**src/rtl/simon_game_param.sv**
```systemverilog
// Simon Says core: an LFSR feeds a growing button sequence that is played on one-hot LEDs and then checked against the player's presses.
// Optional input timeout in WAIT_IN is compiled in with `define SIMON_TIMEOUT_EN.
module simon_game_param #(
    parameter int          N_BUTTONS      = 4,
    parameter int          MAX_LEVEL      = 8,
    parameter int          SHOW_CYCLES    = 4,
    parameter int          GAP_CYCLES     = 2,
    parameter logic [15:0] LFSR_SEED      = 16'hACE1,
    parameter int          TIMEOUT_CYCLES = 64,
    localparam int         SW             = $clog2(MAX_LEVEL + 1),
    localparam int         EW             = (MAX_LEVEL > 1) ? $clog2(MAX_LEVEL) : 1
) (
    input  logic                 clk,
    input  logic                 rst,
    input  logic                 start,
    input  logic                 en,
    input  logic [N_BUTTONS-1:0] in,
    output logic [N_BUTTONS-1:0] led_out,
    output logic                 green,
    output logic                 blue,
    output logic [SW-1:0]        score,
    output logic [EW-1:0]        exp_idx
);

    localparam int IDXW = (N_BUTTONS > 2) ? $clog2(N_BUTTONS) : 1;
    localparam int MAXC = (SHOW_CYCLES > GAP_CYCLES) ? SHOW_CYCLES : GAP_CYCLES;
    localparam int CW   = (MAXC > 1) ? $clog2(MAXC) : 1;
    localparam logic [IDXW:0] NB = (IDXW + 1)'(N_BUTTONS);
    localparam logic [15:0] TAPS = 16'hB400;

    typedef enum logic [2:0] {
        S_IDLE, S_SHOW_ON, S_SHOW_OFF, S_WAIT_IN, S_WIN, S_FAIL
    } state_t;

    state_t              state_reg, state_next;
    logic [CW-1:0]       cnt_reg, cnt_next;
    logic [EW-1:0]       pidx_reg, pidx_next;
    logic [EW-1:0]       exp_idx_reg, exp_idx_next;
    logic [SW-1:0]       level_reg, level_next;
    logic [SW-1:0]       score_reg, score_next;
    logic [15:0]         lfsr_reg;
    logic [N_BUTTONS-1:0] prev_in_reg;
    logic [IDXW-1:0]     seq_reg [MAX_LEVEL];

    logic                seq_we;
    logic [EW-1:0]       seq_waddr;
    logic [IDXW:0]       v_ext;
    logic [IDXW-1:0]     elem;
    logic [N_BUTTONS-1:0] rise;
    logic [N_BUTTONS-1:0] expected_oh;
    logic [N_BUTTONS-1:0] play_oh;
    logic                pidx_is_last;
    logic                exp_is_last;

`ifdef SIMON_TIMEOUT_EN
    localparam int TW = (TIMEOUT_CYCLES > 1) ? $clog2(TIMEOUT_CYCLES) : 1;
    logic [TW-1:0] tmr_reg, tmr_next;
`endif

    function automatic logic [N_BUTTONS-1:0] onehot(input logic [IDXW-1:0] idx);
        onehot = N_BUTTONS'(1) << idx;
    endfunction

    // Fold out-of-range LFSR values back into 0..N_BUTTONS-1
    assign v_ext        = {1'b0, lfsr_reg[IDXW-1:0]};
    assign elem         = (v_ext >= NB) ? (v_ext[IDXW-1:0] - NB[IDXW-1:0]) : v_ext[IDXW-1:0];
    assign rise         = in & ~prev_in_reg;
    assign expected_oh  = onehot(seq_reg[exp_idx_reg]);
    assign play_oh      = onehot(seq_reg[pidx_reg]);
    assign pidx_is_last = (SW'(pidx_reg) == level_reg - SW'(1));
    assign exp_is_last  = (SW'(exp_idx_reg) == level_reg - SW'(1));
    assign score        = score_reg;
    assign exp_idx      = exp_idx_reg;

    always_ff @(posedge clk) begin
        if (rst) begin
            state_reg   <= S_IDLE;
            cnt_reg     <= '0;
            pidx_reg    <= '0;
            exp_idx_reg <= '0;
            level_reg   <= '0;
            score_reg   <= '0;
            lfsr_reg    <= LFSR_SEED;
            prev_in_reg <= '0;
`ifdef SIMON_TIMEOUT_EN
            tmr_reg     <= '0;
`endif
        end else begin
            prev_in_reg <= in;
            if (en) begin
                state_reg   <= state_next;
                cnt_reg     <= cnt_next;
                pidx_reg    <= pidx_next;
                exp_idx_reg <= exp_idx_next;
                level_reg   <= level_next;
                score_reg   <= score_next;
                lfsr_reg    <= lfsr_reg[0] ? ((lfsr_reg >> 1) ^ TAPS) : (lfsr_reg >> 1);
`ifdef SIMON_TIMEOUT_EN
                tmr_reg     <= tmr_next;
`endif
            end
        end
    end

    // Sequence store is deliberately not reset; only entries below level are ever read
    always_ff @(posedge clk) begin
        if (!rst && seq_we) begin
            seq_reg[seq_waddr] <= elem;
        end
    end

    always_comb begin
        state_next   = state_reg;
        cnt_next     = cnt_reg;
        pidx_next    = pidx_reg;
        exp_idx_next = exp_idx_reg;
        level_next   = level_reg;
        score_next   = score_reg;
        seq_we       = 1'b0;
        seq_waddr    = '0;
`ifdef SIMON_TIMEOUT_EN
        tmr_next     = tmr_reg;
`endif
        if (en) begin
            case (state_reg)
                S_IDLE, S_WIN, S_FAIL: begin
                    if (start) begin
                        seq_we       = 1'b1;
                        seq_waddr    = '0;
                        level_next   = SW'(1);
                        score_next   = '0;
                        exp_idx_next = '0;
                        pidx_next    = '0;
                        cnt_next     = '0;
                        state_next   = S_SHOW_ON;
                    end
                end
                S_SHOW_ON: begin
                    if (cnt_reg == CW'(SHOW_CYCLES - 1)) begin
                        cnt_next   = '0;
                        state_next = S_SHOW_OFF;
                    end else begin
                        cnt_next = cnt_reg + CW'(1);
                    end
                end
                S_SHOW_OFF: begin
                    if (cnt_reg == CW'(GAP_CYCLES - 1)) begin
                        cnt_next = '0;
                        if (pidx_is_last) begin
                            pidx_next    = '0;
                            exp_idx_next = '0;
                            state_next   = S_WAIT_IN;
`ifdef SIMON_TIMEOUT_EN
                            tmr_next     = '0;
`endif
                        end else begin
                            pidx_next  = pidx_reg + EW'(1);
                            state_next = S_SHOW_ON;
                        end
                    end else begin
                        cnt_next = cnt_reg + CW'(1);
                    end
                end
                S_WAIT_IN: begin
                    // A multi-bit rise can never equal a one-hot pattern, so one compare covers both fail cases
                    if (rise != '0) begin
`ifdef SIMON_TIMEOUT_EN
                        tmr_next = '0;
`endif
                        if (rise != expected_oh) begin
                            state_next = S_FAIL;
                        end else if (!exp_is_last) begin
                            exp_idx_next = exp_idx_reg + EW'(1);
                        end else begin
                            score_next = level_reg;
                            if (level_reg == SW'(MAX_LEVEL)) begin
                                state_next = S_WIN;
                            end else begin
                                seq_we     = 1'b1;
                                seq_waddr  = EW'(level_reg);
                                level_next = level_reg + SW'(1);
                                pidx_next  = '0;
                                cnt_next   = '0;
                                state_next = S_SHOW_ON;
                            end
                        end
                    end
`ifdef SIMON_TIMEOUT_EN
                    else if (tmr_reg == TW'(TIMEOUT_CYCLES - 1)) begin
                        state_next = S_FAIL;
                    end else begin
                        tmr_next = tmr_reg + TW'(1);
                    end
`endif
                end
                default: state_next = S_IDLE;
            endcase
        end
    end

    always_comb begin
        led_out = '0;
        green   = 1'b0;
        blue    = 1'b0;
        case (state_reg)
            S_SHOW_ON: led_out = play_oh;
            S_WAIT_IN: led_out = in;
            S_WIN: begin
                green   = 1'b1;
                led_out = '1;
            end
            S_FAIL:  blue = 1'b1;
            default: led_out = '0;
        endcase
    end

endmodule

```
**config.mk**
```make
export PLATFORM = sky130hd
export DESIGN_NAME = simon_game_param
export DESIGN_NICKNAME = d
export VERILOG_FILES = /design/src/rtl/simon_game_param.sv
export SDC_FILE = /design/constraint.sdc
export NUM_CORES = 1
export LEC_CHECK = 0
export ABC_CLOCK_PERIOD_IN_PS = 6600
export CORE_ASPECT_RATIO = 0.9
export CORE_UTILIZATION = 34
export DETAILED_ROUTE_END_ITERATION = 10
export SLEW_MARGIN = 20
export SYNTH_ARGS = -nofsm -noshare
export SYNTH_HDL_FRONTEND = slang
export SYNTH_SLANG_ARGS = --single-unit
```
**constraint.sdc**
```tcl
create_clock -name clk -period 6.6 [get_ports clk]
set_clock_uncertainty 0.15 [all_clocks]
set_input_delay 1.98 -clock clk [delete_from_list [all_inputs] [get_ports clk]]
set_output_delay 1.98 -clock clk [all_outputs]
set_load 0.01 [all_outputs]
```
### Word level (Yosys, flattened, before mapping)

Memories as Yosys holds them, arrays and structs flattened. A register that Yosys moved wholly into a read port is not among the register bits.
Cells that the tools add are included.

| storage, ports and cells | value |
|---|---|
| bits in registers | 39 |
| memory bits (writable) | 16 |
| memories kept | 1 |

| operators by class | value |
|---|---|
| $add $sub $neg | 5 |
| eq/ne operators | 21 |
| shifts and indexed selects | 2 |
| multiplexer cells | 65 |
| bitwise operators | 3 |
| reduce and logical (&&, ||, !) cells | 14 |

Memories:

| name | words | width | rd ports | clocked after memory_dff | write ports | line | text |
|---|---|---|---|---|---|---|---|
| seq_reg | 8 | 2 | 2 | 2 | 1 | 43 | `logic [IDXW-1:0] seq_reg [MAX_LEVEL];` |

Operators with widths:

| operator | number |
|---|---|
| 3-bit 2-to-1 mux | 29 |
| 4-bit 2-to-1 mux | 9 |
| 2-bit != test, second input constant | 9 |
| 3-bit case mux with 3 select lines | 2 |
| 16-bit 2-to-1 mux | 1 |
| 2-bit 2-to-1 mux | 8 |
| 4-bit case mux with 2 select lines | 2 |
| 8-bit AND reduction | 2 |
| 7-bit AND reduction | 2 |
| 3-bit case mux with 4 select lines | 1 |
| 4-bit case mux with 3 select lines | 1 |
| 6-bit AND reduction | 2 |
| 1-bit 2-to-1 mux | 10 |
| 3-bit by 4-bit equality test with 1-bit output | 2 |
| 2-bit case mux with 4 select lines | 1 |
| 4-bit nonzero test | 2 |
| 1-bit by 2-bit << shifter with 4-bit output, first input constant | 2 |
| 3-bit by 1-bit adder with 3-bit output, second input constant | 2 |
| 3-bit by 2-bit equality test with 1-bit output, second input constant | 2 |
| 3-bit equality test, second input constant | 2 |
| 4-bit by 1-bit adder with 4-bit output, second input constant | 1 |
| 4-bit bitwise AND | 1 |
| 4-bit equality test, second input constant | 1 |
| 4-bit != test | 1 |
| 15 further kinds | 15 |

### Logic depth before layout (Yosys ltp)

| logic depth | value |
|---|---|
| word-level depth | 10 |
| depth in mapped cells | 10 |
| depth with buffers taken out | 9 |

### Least setup slack after synthesis

Ideal clock, no wire load.

| timing path | value |
|---|---|
| path type | input port to output port |
| start point | in in[0] |
| end point | out led_out[0] |
| data arrival time | 2149 ps |
| data required time | 4470 ps |
| slack | 2321 ps |
| stages on the path | 2 |
| path buffers | 0 |
| path through | nand2_1 o21ai_0 |

| on the way | value |
|---|---|
| longest elaborated chain between the ends | 1 |

RTL lines:

| element | line | text |
|---|---|---|
| start, declared | 17 | `input logic [N_BUTTONS-1:0] in,` |
| 4-bit case mux with 3 select lines | 205 | `case (state_reg)` |
| end, declared | 18 | `output logic [N_BUTTONS-1:0] led_out,` |

Every way passes these cells.

### Final worst setup path

Ends and elaborated chain as after synthesis.

==> results.py <==
metrics = {
    "place": {
        "portBuffers": 20,
        "place_inst": 443,
        "dp_hpwl_mm": 5.02,
        "gp_congestion": 0.798,
        "detailed_place.area_um2": 3420,
    },
    "floorplan": {
        "die_height_um": 92.6,
        "num_rows": 32,
        "start_util_pct": 35.7,
        "die_w_um": 103,
        "dieArea_um2": 9500,
        "ioPinCount": 21,
        "coreArea_um2": 8690,
    },
    "job": {
        "maxCapViolations": 0,
    },
    "clock_tree": {
        "cts_num_sinks": 61,
        "cts_setup_buffers": 0,
        "cts_root_buffer": "clkbuf_8",
        "cts_resized": 0,
        "cts.reportedPaths.clkPinSlew_ns": 0.06,
        "holdBufCountCts": 0,
        "cts_tree": "yes",
        "clk_path_buf_depth": 2,
        "htreeDepth": 3,
        "numCtsBuffers": 9,
        "insertion_delay_ns": 0.34,
    },
    "layout": {
        "area_growth_pct": 16.3,
        "fin_util_pct": 41.5,
        "multiInputGateArea_um2": 1610,
        "fin_cells": 459,
        "nets": 350,
        "seqCellArea_um2": 1380,
        "final_layout_size_suffix_gt1_share_pct": 9.71,
        "fillCellCount": 879,
        "fin_area_um2": 3600,
        "diodes": 0,
    },
    "global_route": {
        "grt_pass1_wl_mm": 11.8,
        "overflow": 0,
        "grt_pass1_vias": 2390,
        "antenna_found_initial": 0,
        "grt_start_max_net_pins": 28,
        "track_usage_pct": 16.4,
    },
    "worst_setup_path": {
        "path_max_fanout": 4,
        "critical_path_arrival_ns": 3.17,
        "start_kind": "input port",
        "critical_path_class": "input port to output port",
        "regToRegStartpoint": "level_reg[0]",
        "crit_start": "in[0]",
        "reg2reg_slack_ns": 2.91,
        "cp.required_ns": 4.47,
        "r2r_end": "seq_reg[6][0]",
        "endpoint": "led_out[0]",
        "reg2reg_depth": 8,
        "worstSetupEndpointType": "output port",
    },
    "pwr": {
        "seq_power_share_pct": 50.8,
        "powerDensity_nw_per_um2": 221,
        "ir_drop_mv": 0.128,
        "p_switching_mw": 0.197,
        "power.total_mw": 0.795,
        "internal-power_mw": 0.598,
        "swShare_pct": 24.8,
        "combPwrFrac_pct": 9.7,
        "leakage_nw": 1.28,
        "p_clk_share_pct": 39.5,
    },
    "drt": {
        "drt_iter0_markers": 200,
        "via_count": 2424,
        "drt.antenna.violating_nets": 0,
        "firstDrtPassIters": 5,
        "drt_wl_total_mm": 7.13,
        "viasPerCell": 5.28,
        "drc_errors": 0,
        "wl_per_cell_um": 15.5,
    },
    "logic_synthesis": {
        "synth_fa_ha_area_share_pct": 2.83,
        "synth_warnings": 0,
        "synthSimpleGateAreaFrac_pct": 18.0,
        "muxShareOfSynthArea_pct": 13.2,
        "syn_nets": 330,
        "synth_edf_count": 16,
        "synth-xor-area-share_pct": 3.35,
        "ys_ff_latch": 61,
        "synth.avg_cell_area_um2": 9.84,
        "synthCells": 315,
        "ys.flop_type": "dfxtp_1",
        "synth_area_um2": 3100,
        "synthArstFlopShare_pct": 0,
        "synth_compound_area_share_pct": 14.7,
        "synth_top_family_by_area": "simple AND/OR/NAND/NOR gates",
        "ys_seq_area_share_pct": 44.6,
        "ys_types": 51,
    },
    "worst_hold_path": {
        "holdCritPathClass": "flip-flop to flip-flop",
    },
    "timing": {
        "hold_viol": 0,
        "slew_headroom_pct": 47.5,
        "setup_viol": 0,
        "fin_crit_sh_pct": 80.3,
        "worstMarginPinSlew_ns": 0.768,
        "layout_min_cycle_time_ns": 5.30,
        "fmaxAchievable_mhz": 189,
        "rsz0062_at_grt": "false",
        "slew_viol_final": 0,
        "fin_setup_tns_ns": 0,
    },
    "run_status": {
        "outcome": "complete, no violations",
    },
}
[final cells by class]
class	instances	area share (%)
clock buffers	11	3.64
clock inverters	5	1.42
inverters	11	1.15
multi-input cells	227	44.7
flip-flops and latches	61	38.3
well taps	119	4.13
repair buffers	25	6.59
[worst max-delay path: stages]
cell and delay [ns]:
clkdlybuf4s50_1 0.51, nand2_1 0.06, o21ai_0 0.07, clkdlybuf4s50_1 0.56
[cells by family (layout without fill, tap and decap cells)]
group,Yosys count,after routing
buffers and inverters,27,52
XOR/XNOR,11,11
adder cells (fa/ha/maj),7,7
flip-flops,61,61
AO/OA/AOI/OAI,65,65
multiplexers,29,29
AND/OR/NAND/NOR,115,115
[Yosys cell counts (5+ instances only)]
cell type  instances  share of area (%)
mux2i_1           18                5.8
inv_1             10                1.2
clkbuf_1          10                1.2
xor2_1             5                1.4
nor2b_1           12                2.4
nand2b_1           5                1.0
a21oi_1           10                1.6
o21ai_0           11                1.8
nand2_1           29                3.5
nand3_1           11                1.8
nor2_1            33                4.0
edfxtp_1          16                 16
dfxtp_1           45                 29
xnor2_1            5                1.4
ha_1               7                2.8
o211ai_1           5                1.2
[power by group through the flow]
stage          Combinational, mW  Clock [mW]  Sequential (mW)
2_1_floorplan             0.0594           0            0.406
3_3_place_gp              0.0753           0            0.412
3_5_place_dp              0.0755           0            0.413
4_1_cts                   0.0763       0.325            0.404
5_1_grt                   0.0849       0.341            0.406
6_report                  0.0769       0.314            0.404
[layout by cell type, fill, tap and decap left out, types with 4 or more instances in the layout]
| cell type | n |
|---|---|
| nor2b_1 | 12 |
| nor3_1 | 4 |
| mux4_2 | 4 |
| a22o_1 | 4 |
| nand2_1 | 29 |
| dfxtp_1 | 45 |
| o21ai_0 | 11 |
| a31oi_1 | 4 |
| xor2_1 | 5 |
| and3_1 | 4 |
| a21oi_1 | 10 |
| nand2b_1 | 5 |
| o22ai_1 | 4 |
| o211ai_1 | 5 |
| nor2_1 | 33 |
| xnor2_1 | 5 |
| ha_1 | 7 |
| mux4_1 | 4 |
| clkbuf_8 | 9 |
| clkdlybuf4s50_1 | 20 |
| mux2i_1 | 18 |
| inv_1 | 10 |
| buf_4 | 5 |
| edfxtp_1 | 16 |
| nand3_1 | 11 |
| a31o_2 | 4 |
[through the flow]
stage,hold slack [ns],worst slack [ns]
after global routing,0.355,1.23
after detailed placement,0.311,1.30
after global placement,0.307,1.32
final,0.322,1.30
after floorplan,0.291,2.32
after CTS,0.328,1.29
[per-layer routing]
metal	vias to the layer above	GRT usage [%]	part of all wire, %	wire [µm]
met3	11	4.45	6.8	481
met4	0	6.55	1.9	134
met5	-	0	0	0
li1	1197	-	-	-
met2	87	25.3	44	3170
met1	1129	21.7	47	3340
[worst min path at each step]
stage	from	endpoint	slack [ns]	cells after the start
floorplan	lfsr_reg[15]	lfsr_reg[15]	0.29	2
CTS	lfsr_reg[15]	lfsr_reg[15]	0.33	2
finish	lfsr_reg[15]	lfsr_reg[15]	0.32	2
global route	lfsr_reg[15]	lfsr_reg[15]	0.36	2
detailed placement	lfsr_reg[15]	lfsr_reg[15]	0.31	2
global placement	lfsr_reg[7]	lfsr_reg[7]	0.31	2
(Power assumes the default switching activity.)
